File: src/rtl/mem_port_arbiter_pkg.sv
// Shared types and widths for the imem/dmem memory-port arbiter.
package mem_port_arbiter_pkg;

    localparam int unsigned ARB_ADDR_W   = 32;
    localparam int unsigned ARB_DATA_W   = 32;
    localparam int unsigned ARB_MASK_W   = 4;
    localparam int unsigned ARB_STREAK_W = 4;

    typedef enum logic [1:0] {
        ARB_IDLE,
        ARB_BUSY_I,
        ARB_BUSY_D
    } arb_state_t;

    typedef struct packed {
        logic [ARB_ADDR_W-1:0] addr;
        logic [ARB_MASK_W-1:0] rmask;
        logic [ARB_MASK_W-1:0] wmask;
        logic [ARB_DATA_W-1:0] wdata;
    } mem_req_t;

    // Saturating increment of the data-grant streak.
    function automatic logic [ARB_STREAK_W-1:0] streak_inc(
        input logic [ARB_STREAK_W-1:0] cur,
        input logic [ARB_STREAK_W-1:0] max
    );
        return (cur < max) ? cur + ARB_STREAK_W'(1) : max;
    endfunction

endpackage

File: src/rtl/mem_port_arbiter_if.sv
// Fetch port, data port and shared memory port seen by the arbiter.
interface mem_port_arbiter_if;
    import mem_port_arbiter_pkg::*;

    logic [ARB_ADDR_W-1:0] imem_addr;
    logic [ARB_MASK_W-1:0] imem_rmask;
    logic [ARB_DATA_W-1:0] imem_rdata;
    logic                  imem_resp;

    logic [ARB_ADDR_W-1:0] dmem_addr;
    logic [ARB_MASK_W-1:0] dmem_rmask;
    logic [ARB_MASK_W-1:0] dmem_wmask;
    logic [ARB_DATA_W-1:0] dmem_wdata;
    logic [ARB_DATA_W-1:0] dmem_rdata;
    logic                  dmem_resp;

    logic [ARB_ADDR_W-1:0] mem_addr;
    logic [ARB_MASK_W-1:0] mem_rmask;
    logic [ARB_MASK_W-1:0] mem_wmask;
    logic [ARB_DATA_W-1:0] mem_wdata;
    logic [ARB_DATA_W-1:0] mem_rdata;
    logic                  mem_resp;

    // Arbiter view: serves both requesters, drives the memory.
    modport slave (
        input  imem_addr, imem_rmask,
        output imem_rdata, imem_resp,
        input  dmem_addr, dmem_rmask, dmem_wmask, dmem_wdata,
        output dmem_rdata, dmem_resp,
        output mem_addr, mem_rmask, mem_wmask, mem_wdata,
        input  mem_rdata, mem_resp
    );

    // Environment view: requesters plus the memory itself.
    modport master (
        output imem_addr, imem_rmask,
        input  imem_rdata, imem_resp,
        output dmem_addr, dmem_rmask, dmem_wmask, dmem_wdata,
        input  dmem_rdata, dmem_resp,
        input  mem_addr, mem_rmask, mem_wmask, mem_wdata,
        output mem_rdata, mem_resp
    );

endinterface

File: src/rtl/mem_port_arbiter.sv
// Shares one variable-latency memory between fetch and data ports;
// data has priority, bounded by a streak limit so fetch cannot starve.
module mem_port_arbiter
    import mem_port_arbiter_pkg::*;
#(
    parameter int unsigned MAX_D_STREAK = 4
) (
    input  logic             clk,
    input  logic             rst,
    mem_port_arbiter_if.slave bus
);

    localparam logic [ARB_STREAK_W-1:0] STREAK_MAX = ARB_STREAK_W'(MAX_D_STREAK);

    arb_state_t              state_q, state_d;
    logic [ARB_STREAK_W-1:0] streak_q, streak_d;
    mem_req_t                req_q, req_d;
    logic                    i_req, d_req;

    assign i_req = |bus.imem_rmask;
    assign d_req = (|bus.dmem_rmask) | (|bus.dmem_wmask);

    // State, streak and latched memory request.
    always_ff @(posedge clk) begin
        if (rst) begin
            state_q  <= ARB_IDLE;
            streak_q <= '0;
            req_q    <= '0;
        end else begin
            state_q  <= state_d;
            streak_q <= streak_d;
            req_q    <= req_d;
        end
    end

    // Arbitration, issue and response routing.
    always_comb begin
        state_d        = state_q;
        streak_d       = streak_q;
        req_d          = req_q;
        req_d.rmask    = '0;
        req_d.wmask    = '0;
        bus.imem_resp  = 1'b0;
        bus.imem_rdata = '0;
        bus.dmem_resp  = 1'b0;
        bus.dmem_rdata = '0;

        unique case (state_q)
            ARB_IDLE: begin
                if (!i_req) begin
                    streak_d = '0;
                end
                if (d_req && (!i_req || (streak_q < STREAK_MAX))) begin
                    state_d     = ARB_BUSY_D;
                    req_d.addr  = bus.dmem_addr;
                    req_d.rmask = bus.dmem_rmask;
                    req_d.wmask = bus.dmem_wmask;
                    req_d.wdata = bus.dmem_wdata;
                    if (i_req) begin
                        streak_d = streak_inc(streak_q, STREAK_MAX);
                    end
                end else if (i_req) begin
                    state_d     = ARB_BUSY_I;
                    req_d.addr  = bus.imem_addr;
                    req_d.rmask = bus.imem_rmask;
                    req_d.wmask = '0;
                    req_d.wdata = '0;
                    streak_d    = '0;
                end
            end
            ARB_BUSY_I: begin
                // Reset in the same cycle suppresses the response pulse.
                if (bus.mem_resp && !rst) begin
                    bus.imem_resp  = 1'b1;
                    bus.imem_rdata = bus.mem_rdata;
                    state_d        = ARB_IDLE;
                end
            end
            ARB_BUSY_D: begin
                if (bus.mem_resp && !rst) begin
                    bus.dmem_resp  = 1'b1;
                    bus.dmem_rdata = bus.mem_rdata;
                    state_d        = ARB_IDLE;
                end
            end
            default: begin
                state_d = ARB_IDLE;
            end
        endcase
    end

    assign bus.mem_addr  = req_q.addr;
    assign bus.mem_rmask = req_q.rmask;
    assign bus.mem_wmask = req_q.wmask;
    assign bus.mem_wdata = req_q.wdata;

endmodule

File: src/flat_wrapper.sv
// flat-port wrapper written by rule: the top's interface ports become plain ports
module mem_port_arbiter_flat import mem_port_arbiter_pkg::*;
#(
    parameter int unsigned MAX_D_STREAK = 4
)
  (clk, rst, bus_imem_addr, bus_imem_rmask, bus_imem_rdata, bus_imem_resp, bus_dmem_addr, bus_dmem_rmask, bus_dmem_wmask, bus_dmem_wdata, bus_dmem_rdata, bus_dmem_resp, bus_mem_addr, bus_mem_rmask, bus_mem_wmask, bus_mem_wdata, bus_mem_rdata, bus_mem_resp);
  mem_port_arbiter_if bus_i ();
  input  logic clk;
  input  logic rst;
  input wire logic [$bits(bus_i.imem_addr)-1:0] bus_imem_addr;
  input wire logic [$bits(bus_i.imem_rmask)-1:0] bus_imem_rmask;
  output wire logic [$bits(bus_i.imem_rdata)-1:0] bus_imem_rdata;
  output wire logic [$bits(bus_i.imem_resp)-1:0] bus_imem_resp;
  input wire logic [$bits(bus_i.dmem_addr)-1:0] bus_dmem_addr;
  input wire logic [$bits(bus_i.dmem_rmask)-1:0] bus_dmem_rmask;
  input wire logic [$bits(bus_i.dmem_wmask)-1:0] bus_dmem_wmask;
  input wire logic [$bits(bus_i.dmem_wdata)-1:0] bus_dmem_wdata;
  output wire logic [$bits(bus_i.dmem_rdata)-1:0] bus_dmem_rdata;
  output wire logic [$bits(bus_i.dmem_resp)-1:0] bus_dmem_resp;
  output wire logic [$bits(bus_i.mem_addr)-1:0] bus_mem_addr;
  output wire logic [$bits(bus_i.mem_rmask)-1:0] bus_mem_rmask;
  output wire logic [$bits(bus_i.mem_wmask)-1:0] bus_mem_wmask;
  output wire logic [$bits(bus_i.mem_wdata)-1:0] bus_mem_wdata;
  input wire logic [$bits(bus_i.mem_rdata)-1:0] bus_mem_rdata;
  input wire logic [$bits(bus_i.mem_resp)-1:0] bus_mem_resp;
  assign bus_i.imem_addr = bus_imem_addr;
  assign bus_i.imem_rmask = bus_imem_rmask;
  assign bus_imem_rdata = bus_i.imem_rdata;
  assign bus_imem_resp = bus_i.imem_resp;
  assign bus_i.dmem_addr = bus_dmem_addr;
  assign bus_i.dmem_rmask = bus_dmem_rmask;
  assign bus_i.dmem_wmask = bus_dmem_wmask;
  assign bus_i.dmem_wdata = bus_dmem_wdata;
  assign bus_dmem_rdata = bus_i.dmem_rdata;
  assign bus_dmem_resp = bus_i.dmem_resp;
  assign bus_mem_addr = bus_i.mem_addr;
  assign bus_mem_rmask = bus_i.mem_rmask;
  assign bus_mem_wmask = bus_i.mem_wmask;
  assign bus_mem_wdata = bus_i.mem_wdata;
  assign bus_i.mem_rdata = bus_mem_rdata;
  assign bus_i.mem_resp = bus_mem_resp;
  mem_port_arbiter #(.MAX_D_STREAK(MAX_D_STREAK)) u_core (.clk(clk), .rst(rst), .bus(bus_i));
endmodule
File: config.mk
export PLATFORM = sky130hd
export DESIGN_NAME = mem_port_arbiter_flat
export DESIGN_NICKNAME = d
export VERILOG_FILES = /design/src/rtl/mem_port_arbiter_pkg.sv /design/src/rtl/mem_port_arbiter_if.sv /design/src/rtl/mem_port_arbiter.sv /design/src/flat_wrapper.sv
export SDC_FILE = /design/constraint.sdc
export NUM_CORES = 1
export LEC_CHECK = 0
export BUFFER_PORTS_ARGS = -buffer_cell sky130_fd_sc_hd__buf_2
export CAP_MARGIN = 0
export CORE_AREA = 2 2 110 112
export CTS_BUF_LIST = sky130_fd_sc_hd__clkbuf_4 sky130_fd_sc_hd__clkbuf_8 sky130_fd_sc_hd__clkbuf_16
export DETAILED_ROUTE_END_ITERATION = 16
export DIE_AREA = 0 0 112 114
export PLACE_DENSITY = 0.73
export SLEW_MARGIN = 0
export SYNTH_ARGS = -nofsm -noshare
export SYNTH_HDL_FRONTEND = slang
export SYNTH_SLANG_ARGS = --single-unit
File: constraint.sdc
create_clock -name clk -period 1.52 [get_ports clk]
set_input_delay 0.076 -clock clk [delete_from_list [all_inputs] [get_ports clk]]
set_output_delay 0.076 -clock clk [all_outputs]
set_load 0.005 [all_outputs]
==> out/results.txt, run 1 <==
The checks that failed: negative setup slack. The H-tree generated during clock tree synthesis spans 3 levels. The logs give -141 ps for the worst-case setup margin in the final layout and 7700 µm² for the final standard cell area without fillers.

The largest stage delay on the critical path is 330 ps. TritonCTS built the clock tree. The logs give 3 for the initial antenna violation count and 2 for the maximum buffer depth of the clock tree. The run gives 893 as the count of filler cells inserted in the layout.

Summed over all cells, the static leakage comes to 3.63 nW. The detailed router finished its first iteration with 322 violations. The register clock-pin slew on the reported worst setup and hold paths works out to 60 ps. The logs give 1210 µm for the length of routed met3 wiring and 27.9% for the portion of total power attributed to the clock network.

The placed instances occupy a cell area of 6050 µm². For the arrival time at the worst endpoint, the log shows 1580 ps. STA classifies the critical path endpoint as an output port. In this run, synthesis inferred 0 flip-flops with an integrated enable. Synthesis instantiated 32 different standard cells from the library.

The signal on the critical path passes through buf_6, ha_4, and3_4, buf_12, and2_1, buf_2. Summed over all layers, the global routing overflow is 0. The combined global-route utilization of all metal layers is 26.0%. In this design, the largest share of critical-path delay is due to simple AND/OR/NAND/NOR gates. After detailed routing, the wire length on met1 is 6900 µm. The routed design has 18600 µm of wire. Internal power comes to 4.83 mW. After detailed routing, the met2 layer carries 9710 µm of wire.

The design draws 7.06 mW. The flow ran to the end, but the final reports show violations. Most used flip-flop cell after synthesis: dfxtp_1. The total area inside the core boundary comes to 11700 µm². The height of the die came out at 114 µm. The critical path is of the reg2out type.

For the DRC violations left, the log shows 0. The area growth from synthesis to layout is 88.9%. The number of max-slew violations in the final report was 0. The switching power is 2.22 mW, and the final hold violation count is 0.

Clock skew on the completed layout was measured at 5.53 ps. The via-per-instance ratio works out to 5.56. The worst min-delay path class was in2reg.

The first detailed-routing pass took 5 iterations. The total buffers and inverters traversed by the critical path works out to 3. The logs give 9 for the number of buffers inserted during clock tree synthesis and 0.909 for the weighted congestion at the end of routability-driven global placement.

The worst-case headroom to the max-slew limit was 60.8%. The first global-routing pass estimated 26700 µm of wire. In this run, synthesis produced a sequential element count of 78. The switching power share of the total was 31.5%.

The effective utilization at floorplan is 34.8%, and the number of input and output port buffers inserted is 280. In this run the mean area of a mapped cell was 8.67 µm². The pin count of the biggest net entering global routing is 38, and the slew at the pin with the worst max-slew slack is 589 ps.

For this design, the slowest cell found on the critical path is dfxtp_2. Measured along the x axis, the die boundary spans 112 µm. The part of the Yosys area used for sequential elements came out at 38.3%.

The tools report the synthesized net count as 617. The tools report the launching element type of the critical path as a register. Counting flops with an async set or reset pin after synthesis yields a share of 0%. Dividing the detail-routed wire length by the instance count gives 19.4 µm. The netlist area before placement is 4080 µm². The logs give 0 for the remaining number of nets flagged by the antenna check after routing and 602 MHz for the maximum clock frequency. Highest routing layer actually used: met4. The logs give 12800 µm² for the die area and 11300 µm for the post-detailed-placement half-perimeter wirelength.

Dividing the final minimum period by the clock period gives 109%. The via count of the first global-routing pass is 5181. VDD sags by at most 551 µV. In the layout the commonest cells are buf_2 (242), dfxtp_1 (76), buf_6 (42). The share of post-route cells with drive strength above 1 was 59.0%; the total of endpoints with negative setup slack in the final report was 62. Across the run, the number of max-cap violations was 0.

During I/O placement, the number of pins put on the boundary was 281. At the later pin of the worst-skew pair, clock insertion delay measures 330 ps. Leaving out fill and tap cells, the most frequent cell in the layout is buf_2. The number of clock sinks seen by CTS is 78, and the number of standard cells after synthesis is 470. For this run, the number of Yosys warnings is 0. Relative contribution of combinational cells to total power: 36.2%. Sequential cells burn 35.9% of the power.

Setup repair after global routing could not meet its margin everywhere. The final route contains 5318 vias. Of all nets on the critical path, the largest fanout is 9. Required time at the worst-slack endpoint: 1440 ps. The floorplan has 40 rows.

Clock tree synthesis selected as its root buffer the cell clkbuf_16. Counting I/O delays and the setup requirement, the final critical path takes 1660 ps. Power spread over the standard cell area amounts to 916 nW/µm². For this run, the post-layout net count is 950.
[timing repair]
action,4_1_cts,5_1_grt
cloned,9,5
pin swaps,30,51
resized for setup,49,97
setup buffers,9,1
endpoints found under the hold margin,33,1
hold buffers,33,1
setup endpoints to repair,135,102
[state kept, by name, indices dropped and copies added, names as in the netlist]
register / flops
u_core.bus.mem_addr: 32
u_core.bus.mem_wdata: 32
u_core.bus.mem_rmask: 4
u_core.bus.mem_wmask: 4
u_core.streak_q: 4
u_core.state_q: 2
[kinds of logic after synthesis]
kind of cell	share of synthesized area, %
muxes	0.983
buffers and inverters	8.63
adders and majority gates	1.23
AOI/OAI and AO/OA	29.6
DFF	38.3
and+or+nand+nor	21.2
[power groups by stage]
stage	Sequential [mW]	Clock (mW)	Combinational, mW
global route	2.56	2.10	2.71
floorplan	2.56	0	1.01
detailed placement	2.55	0	1.80
global placement	2.54	0	1.73
CTS	2.52	1.99	2.22
finish	2.53	1.97	2.55
[synthesized netlist by cell type, drive strengths merged, types with 11 or more instances]
master  number  area [µm²]
dfxtp       78        1560
clkbuf      37         139
a311oi      32         280
and2        68         425
nor3        32         160
a22o        32         280
nor2        40         158
inv         37         139
o221a       32         360
a31oi       32         200
buf         11        73.8
[per-layer routing]
| layer | vias to the layer above | track usage, % |
|---|---|---|
| li1 | 2423 | - |
| met1 | 2546 | 29.0 |
| met2 | 287 | 47.1 |
| met3 | 62 | 4.78 |
| met4 | 0 | 14.1 |
| met5 | - | 0 |
[worst register-to-register path, stage by stage (launching register included)]
cell and delay (ps):
dfxtp_2 330, inv_2 100, ha_4 220, buf_12 150, clkbuf_16 160, nor2_1 50, a311oi_1 260, o221a_4 220
[stage by stage]
| stage | util (%) | setup TNS (ps) | hold WS, ps | cells | worst slack [ps] |
|---|---|---|---|---|---|
| finish | 65.7 | -4340 | 30.2 | 957 | -141 |
| global route | 65.7 | -8870 | 18.5 | 957 | -189 |
| CTS | 60.7 | -4160 | 0.186 | 947 | -118 |
| detailed placement | 51.7 | -18620 | 298 | 881 | -266 |
| global placement | 51.7 | -12110 | 292 | 881 | -175 |
| floorplan | - | -2360 | 203 | 470 | -75.0 |
[path summary, 6_finish.rpt]
kind	from	endpoint	slack, ps	cells after the start
setup / recovery	u_core.state_q[1]	bus_dmem_rdata[13]	-140	6
hold / removal	bus_imem_addr[3]	u_core.bus.mem_addr[3]	30	2
setup reg to reg	u_core.state_q[1]	u_core.bus.mem_addr[16]	-20	7
hold reg to reg	u_core.streak_q[1]	u_core.streak_q[1]	470	2
[final cells by class]
class / count / area (µm²) / area share [%]
inverters: 37 / 141 / 1.84
repair buffers: 367 / 2740 / 35.6
clock buffers: 9 / 225 / 2.93
well taps: 147 / 184 / 2.39
flip-flops and latches: 78 / 1570 / 20.3
diodes: 3 / 7.51 / 0.0975
multi-input cells: 310 / 2800 / 36.3
clock inverters: 6 / 38.8 / 0.504
(Power assumes the default switching activity.)
==> run 2, diff against run 1 <==
--- a/config.mk
+++ b/config.mk
@@ -11,6 +11,7 @@
 export CTS_BUF_LIST = sky130_fd_sc_hd__clkbuf_4 sky130_fd_sc_hd__clkbuf_8 sky130_fd_sc_hd__clkbuf_16
 export DETAILED_ROUTE_END_ITERATION = 16
 export DIE_AREA = 0 0 112 114
+export GPL_ROUTABILITY_DRIVEN = 1
 export PLACE_DENSITY = 0.73
 export SLEW_MARGIN = 0
 export SYNTH_ARGS = -nofsm -noshare
==> constraint.sdc (replaced) <==
create_clock -name clk -period 1.52 [get_ports clk]
set_input_delay 0.228 -clock clk [delete_from_list [all_inputs] [get_ports clk]]
set_output_delay 0.228 -clock clk [all_outputs]
set_load 0.005 [all_outputs]
==> out/results.txt, run 2 (synthesis gave the netlist of run 1 again) <==
The register clock-pin slew on the reported worst setup and hold paths was 60 ps (about the same). The number of non-filler instances in the completed layout is 929 (-2.9%). Walking the worst path, the cells encountered are buf_6, ha_4, and3_4, clkbuf_16, and2_4, buf_6.

The root buffer cell chosen for the clock tree is clkbuf_16. The number of placed I/O pins was 281 (unchanged); the number of input and output port buffers inserted was 280 (unchanged). The max capacitance violation total is 0 (unchanged). The tools report the met2 usage in global routing as 47.3% (+0.20 points). The maximum clock skew at final layout was 4.39 ps (-1.14 ps). The min-delay analysis places its worst path in the category in2reg. The logs give 19000 µm (+2.0%) for the overall routed net length and 6100 µm² (+0.76%) for the post-placement cell area. The power per cell area is 910 nW/µm² (-0.70%), and the wire length of the first global-routing pass is 25700 µm (-3.5%). Required time at the worst-slack endpoint: 1290 ps (-150 ps).

The path with the worst hold slack has its endpoint at u_core.bus.mem_wdata[23]. Via count of the first global-routing pass: 5031 (-2.9%). The tools report the DRC violations left as 0 (unchanged). In this run the most critical hold path is launched from bus_dmem_wdata[23]. Leaving out fill and tap cells, the most frequent cells in the layout are buf_2 (223), dfxtp_1 (76), buf_6 (64). The pre-CTS setup slack was -441 ps (-175 ps). The logs give 313 (-2.8%) for the first-iteration detailed-routing DRC count and 78 (unchanged) for the number of clock sinks seen by CTS. The maximum clock frequency was 539 MHz (-10%).

Largest stage delay on the critical path: 350 ps (+20 ps). Counting stages on the worst path, the most repeated cell is buf_6. The total of endpoints with negative setup slack in the final report is 107 (+73%). The first-pass iteration count of the detailed router came out at 4 (-1). Area taken by multi-input logic gates: 2880 µm² (+2.9%). The average routed wire per standard cell was 20.4 µm (+5.0%). The slew at the pin with the worst max-slew slack was 614 ps (+25.3 ps). The run finished, with violations left.

The post-route core utilization is 65.6% (-0.096 points), and the number of buffers inserted by hold repair at cts is 0 (-100%). The initial antenna violation count came out at 3 (unchanged). Number of vias after detailed routing: 5231 (-1.6%). Setup repair after global routing could not meet its margin everywhere.

The post-detailed-placement half-perimeter wirelength was 11000 µm (-2.7%); the maximum vdd ir drop was 503 µV (-8.7%). The final global-route overflow total was 0 (unchanged). The final standard cell area without fillers is 7690 µm² (-0.15%), and the met3 demand-to-capacity share in global routing is 4.41% (-0.37 points). The logs give 25.4% (-0.67 points) for the combined global-route utilization of all metal layers and 0.932 (+2.5%) for the weighted congestion at the end of routability-driven global placement.

TritonCTS built the clock tree. The logs give 12800 µm² (unchanged) for the die area and 38 (unchanged) for the pin count of the biggest net entering global routing. The global routing's busiest layer was met2. The share of the cycle needed by the critical path after routing was 122% (+13 points). The growth of design area from synthesis to finish works out to 88.6%. The cell count of the worst hold path is 2 (unchanged), and the flip-flop and latch area is 1560 µm² (-0.16%). The kind of cell adding the most delay to the critical path was simple AND/OR/NAND/NOR gates.

Worst-case headroom to the max-slew limit: 59.1% (-1.7 points). The register share of total power came out at 36.2% (+0.3 points). The run gives 0 (unchanged) as the remaining number of nets flagged by the antenna check after routing. The run gives 28.6% (-0.38 points) as the met1 usage in global routing. The arrival time at the worst endpoint came out at 1630 ps (+50 ps). The number of buffers inserted during clock tree synthesis was 9 (unchanged). The placeable core region is 11700 µm² (unchanged).

Worst reg2reg path startpoint: u_core.state_q[1]. The tools report the portion of total power attributed to the clock network as 28.6% (+0.7 points). The total buffers and inverters traversed by the critical path came out at 3 (unchanged).

The internal power summed over all cells is 4.76 mW (-1.5%). Among all stages on the critical path, the largest delay is contributed by dfxtp_2. The share of post-route cells with drive strength above 1 is 63.2% (+4.2 points).

STA classifies the critical path endpoint as an output port. The run gives -334 ps (-193 ps) as the worst-case setup margin in the final layout. The height of the die is 114 µm (unchanged). The setup slack of the worst register-to-register path is -110 ps (-90 ps), and the final hold violation count is 0 (unchanged). The checks that failed: negative setup slack.

The length in cells of the worst reg-to-reg path is 7 (unchanged). The worst-skew pair later-pin latency was 340 ps (about the same). The largest fanout on the critical path is 8 (-1). The relative contribution of combinational cells to total power is 35.2% (-1.0 points). The run gives 0 (unchanged) as the number of max-slew violations in the final report. X dimension of the die: 112 µm (unchanged). The logs give 2 (unchanged) for the maximum buffer depth of the clock tree and 3 (unchanged) for the total number of H-tree levels.

The switching power was 2.23 mW (+0.53%). The worst register-to-register path ends at u_core.bus.mem_addr[21]. Number of placed instances with taps included: 885 (+0.45%). Switching power share of the total: 31.9% (+0.43 points).

The number of nets in the layout is 922 (-2.9%). The logs give 883 (-1.1%) for the count of filler cells inserted in the layout and 3.61 nW (-0.67%) for the leakage power. The class of the most critical setup path is reg2out. Effective utilization at floorplan: 34.8% (unchanged).

The launching element type of the critical path was a register. For the number of cell rows, the log shows 40 (unchanged). The library cell used most frequently in the layout, excluding fill and tap cells, is buf_2. The clock period minus worst slack came out at 1850 ps (+193 ps).

The via-per-instance ratio was 5.63 (+1.3%).
## run 2: changes by cell type in the layout (fill, tap and decap cells not counted), moves of 8 or more
cell | before | now
buf_6 | 42 | 64
buf_2 | 242 | 223
and2_4 | 39 | 53
nor2_1 | 30 | 38
dlygate4sd3_1 | 34 | 0
nor2_2 | 9 | 1
and2_1 | 29 | 15
## run 2: per-layer routing
layer  share of wire, %  vias up
li1                   -     2367
met1                 38     2554
met2                 53      265
met3                6.1       45
met4                3.5        0
met5                  0        -
## run 2: area by class of cell
cell class / instances / area share (%)
diodes: 3 / 0.0977
clock buffers: 9 / 2.93
clock inverters: 6 / 0.505
inverters: 37 / 1.84
multi-input cells: 309 / 37.4
flip-flops and latches: 78 / 20.3
well taps: 147 / 2.39
repair buffers: 340 / 34.5
## run 2: repair_timing
action	4_1_cts	5_1_grt
hold endpoints to repair	0	0
gates cloned	9	6
resized for setup	50	130
setup endpoints to repair	137	142
pin swaps	20	76
setup buffers	8	5
## run 2: worst max path at each step
stage,end,start,cells past startpoint,slack (ps)
4_1_cts,bus_dmem_rdata[14],u_core.state_q[1],6,-290
3_5_place_dp,u_core.bus.mem_addr[6],bus_dmem_wmask[2],7,-440
3_3_place_gp,u_core.bus.mem_addr[3],bus_dmem_rmask[3],7,-390
2_1_floorplan,u_core.bus.mem_wdata[0],bus_dmem_wmask[3],6,-210
6_report,bus_dmem_rdata[13],u_core.state_q[1],6,-330
5_1_grt,bus_imem_rdata[15],u_core.state_q[0],6,-360
## run 2: power groups by stage
stage               sequential, mW  combinational, mW  clock [mW]
floorplan                     2.56               1.01           0
global placement              2.54               1.74           0
detailed placement            2.55               1.80           0
CTS                           2.52               2.14        2.01
global route                  2.55               2.62        2.11
finish                        2.53               2.47        2.00
## run 2: through the flow
step                      power, mW  hold WS (ps)  TNS (ps)
after global routing           7.29           103    -23450
final                          7.00           113    -19460
after global placement         4.28           446    -28360
after CTS                      6.66           101    -19000
after detailed placement       4.35           449    -30340
after floorplan                3.56           355    -12190
==> run 3, diff against run 2 <==
--- a/config.mk
+++ b/config.mk
@@ -5,15 +5,13 @@
 export SDC_FILE = /design/constraint.sdc
 export NUM_CORES = 1
 export LEC_CHECK = 0
-export BUFFER_PORTS_ARGS = -buffer_cell sky130_fd_sc_hd__buf_2
 export CAP_MARGIN = 0
-export CORE_AREA = 2 2 110 112
+export CORE_AREA = 2 2 107 109
 export CTS_BUF_LIST = sky130_fd_sc_hd__clkbuf_4 sky130_fd_sc_hd__clkbuf_8 sky130_fd_sc_hd__clkbuf_16
 export DETAILED_ROUTE_END_ITERATION = 16
-export DIE_AREA = 0 0 112 114
+export DIE_AREA = 0 0 109 111
+export DONT_BUFFER_PORTS = 1
 export GPL_ROUTABILITY_DRIVEN = 1
-export PLACE_DENSITY = 0.73
-export SLEW_MARGIN = 0
 export SYNTH_ARGS = -nofsm -noshare
 export SYNTH_HDL_FRONTEND = slang
 export SYNTH_SLANG_ARGS = --single-unit
==> out/results.txt, run 3 (synthesis gave the netlist of run 1 again) <==
The logs give 0.751 (-19%) for the weighted congestion at the end of routability-driven global placement and 0 (unchanged) for the max capacitance violation total. Traced cell by cell, the critical path runs through inv_2, buf_4, buf_6, ha_4, buf_6, buf_6, nand3_4, buf_12, clkbuf_16, o221a_4. The register clock-pin slew on the reported worst setup and hold paths is 70 ps (about the same), and the share of the cycle needed by the critical path after routing is 117% (-5.1 points).

The tools report the post-detailed-placement half-perimeter wirelength as 10000 µm (-8.8%). The reg-to-reg critical path endpoint is u_core.bus.mem_addr[4]. The via-per-instance ratio is 6.37 (+13%), and the wire length of the first global-routing pass is 24200 µm (-6.0%). For the number of cell rows, the log shows 39 (-2.5%).

The tools report the DRC violations left as 0 (unchanged). Leaving out fill and tap cells, the most frequent cells in the layout are dfxtp_1 (76), and2_4 (64), nor2_1 (37). The effective utilization at floorplan is 36.8% (+2.0 points), and the detailed route wirelength on metal2 is 9050 µm (-9.2%). The highest metal layer carrying signal wires in the routed design is met4. For the arrival time at the worst endpoint, the log shows 2000 ps (+370 ps).

The critical path ends at u_core.bus.mem_addr[4]. The switching power share of the total was 31.8% (-0.12 points); the portion of total power attributed to the clock network was 30.4% (+1.8 points). The slew at the pin with the worst max-slew slack came out at 393 ps (-221 ps). The type of destination of the critical path was a register. The tools report the final hold violation count as 0 (unchanged).

Number of buffers inserted during clock tree synthesis: 9 (unchanged). The tools report the remaining number of nets flagged by the antenna check after routing as 0 (unchanged). The checks that failed: negative setup slack. Total of endpoints with negative setup slack in the final report: 137 (+28%).

The leading cell type in the layout, fill and taps excluded is dfxtp_1. For the maximum clock skew at final layout, the log shows 7.00 ps (+2.61 ps). Maximum buffer depth of the clock tree: 2 (unchanged).

Compared with the post-synthesis result, the final layout area differs by 53.2%. The tools report the via count of the first global-routing pass as 4177 (-17%). The tools report the final global-route overflow total as 0 (unchanged). The run gives 0 (-3) as the initial antenna violation count.

For the die area, the log shows 12100 µm² (-5.2%). Length in cells of the worst reg-to-reg path: 10 (+3). The area taken by multi-input logic gates is 2940 µm² (+2.1%). The logs give 31.6% (-3.6 points) for the relative contribution of combinational cells to total power and 73.6% (+15 points) for the worst-case headroom to the max-slew limit. For the worst-skew pair later-pin latency, the log shows 340 ps (about the same). For this design, the slowest cell found on the critical path is dfxtp_2.

The power per cell area came out at 1100 nW/µm² (+21%). The tree is rooted in a clkbuf_16. The clock period minus worst slack was 1780 ps (-77.5 ps). The worst reg2reg path startpoint is u_core.state_q[0]. The leakage power is 2.42 nW (-33%), and the maximum vdd ir drop is 670 µV (+33%). The number of max-slew violations in the final report is 0 (unchanged), and the pin count of the biggest net entering global routing is 37 (-2.6%).

The tools report the final-layout setup total negative slack as -25130 ps (-5670 ps). For the number of placed I/O pins, the log shows 281 (unchanged). The critical path starts at u_core.state_q[0]. The overall routed net length was 16600 µm (-13%); the count of filler cells inserted in the layout was 927 (+5.0%). The most numerous cell type found on the critical path is buf_6. The first-pass iteration count of the detailed router was 4 (unchanged).

The number of input and output port buffers inserted was 0 (-100%). The worst setup path is launched from a register. The total number of H-tree levels was 3 (unchanged). For the length of routed met3 wiring, the log shows 1440 µm (+25%). The logs give -260 ps (-150 ps) for the setup slack of the worst register-to-register path and 650 (-30%) for the number of nets in the layout. For the met1 wire length, the log shows 5780 µm (-20%). The average routed wire per standard cell was 25.4 µm (+25%). The logs give 4.70 mW (-1.4%) for the internal power summed over all cells and 11100 µm² (-5.4%) for the placeable core region.

The height of the die was 111 µm (-2.6%); the maximum clock frequency was 563 MHz (+4.4%). The tools report the register share of total power as 37.9% (+1.7 points). X dimension of the die: 109 µm (-2.7%).

The class of the most critical setup path was reg2reg. Hold slack: 18.0 ps (-94.6 ps). TritonCTS built the clock tree.

The antenna diode count came out at 0 (-3). The tools report the number of vias after detailed routing as 4145 (-21%). The largest stage delay on the critical path is 330 ps (-20 ps), and the worst-case setup margin in the final layout is -256 ps (+77.5 ps). First-iteration detailed-routing DRC count: 331 (+5.8%). The largest fanout on the critical path works out to 7 (-1). For the number of clock sinks seen by CTS, the log shows 78 (unchanged). The tightest min-delay check is of the in2reg type. For the post-route core utilization, the log shows 56.4% (-9.3 points). The flow ran to the end, but the final reports show violations. The combined global-route utilization of all metal layers is 26.1% (+0.77 points). The share of post-route cells with drive strength above 1 is 46.7% (-17 points). Flip-flop and latch area: 1560 µm² (unchanged). Setup repair after global routing could not meet its margin everywhere.

The required time at the worst-slack endpoint came out at 1750 ps (+460 ps). The switching power came out at 2.19 mW (-1.9%). The overall power of the completed layout came out at 6.89 mW (-1.6%).
## run 3: layout make-up
class                      count  share of cell area (%)
tap                          143                    2.87
sequential                    78                    25.1
timing repair buffer          69                    18.3
clock buffer                   9                    3.61
inverter                      37                    2.22
multi-input combinational    308                    47.1
clock inverter                 7                   0.942
## run 3: worst min path at each step
stage	start	end	slack, ps	cells past startpoint
floorplan	bus_dmem_wmask[0]	u_core.bus.mem_wmask[0]	360	1
global placement	rst	u_core.streak_q[0]	300	1
detailed placement	rst	u_core.streak_q[1]	310	1
CTS	bus_dmem_wmask[2]	u_core.bus.mem_wmask[2]	3	1
global route	bus_dmem_wmask[0]	u_core.bus.mem_wmask[0]	2	1
finish	bus_dmem_wmask[0]	u_core.bus.mem_wmask[0]	20	1
## run 3: per-layer routing
metal  global-route usage (%)  vias up
li1                         -     1831
met1                     29.7     2050
met2                     46.5      246
met3                     7.35       18
met4                     8.03        0
met5                        0        -
## run 3: repair_timing
| item | 4_1_cts | 5_1_grt |
|---|---|---|
| hold buffers | 1 | 1 |
| resized for setup | 91 | 61 |
| endpoints found under the setup margin | 127 | 139 |
| buffers inserted | 12 | 4 |
| hold endpoints to repair | 3 | 1 |
| pin swaps | 63 | 8 |
| gates cloned | 17 | 6 |
## run 3: critical path: cells and delay by family (launching register included)
family,cells,cell delay [ps]
buf+inv,7,780
fa+ha+maj,1,200
compound gates,1,260
flops,1,330
simple gates,1,100
## run 3: power groups by stage
stage | logic, mW | registers [mW] | clock network, mW
after floorplan | 1.01 | 2.56 | 0
after global placement | 1.18 | 2.64 | 0
after detailed placement | 1.24 | 2.64 | 0
after CTS | 2.05 | 2.60 | 2.12
after global routing | 2.32 | 2.64 | 2.21
final | 2.18 | 2.61 | 2.09
## run 3: stage by stage
stage	area [µm²]	std cells	setup WS [ps]
after floorplan	4370	470	-210
after global placement	4700	597	-231
after detailed placement	4700	597	-247
after CTS	5910	643	-252
after global routing	6240	651	-303
final	6240	651	-256
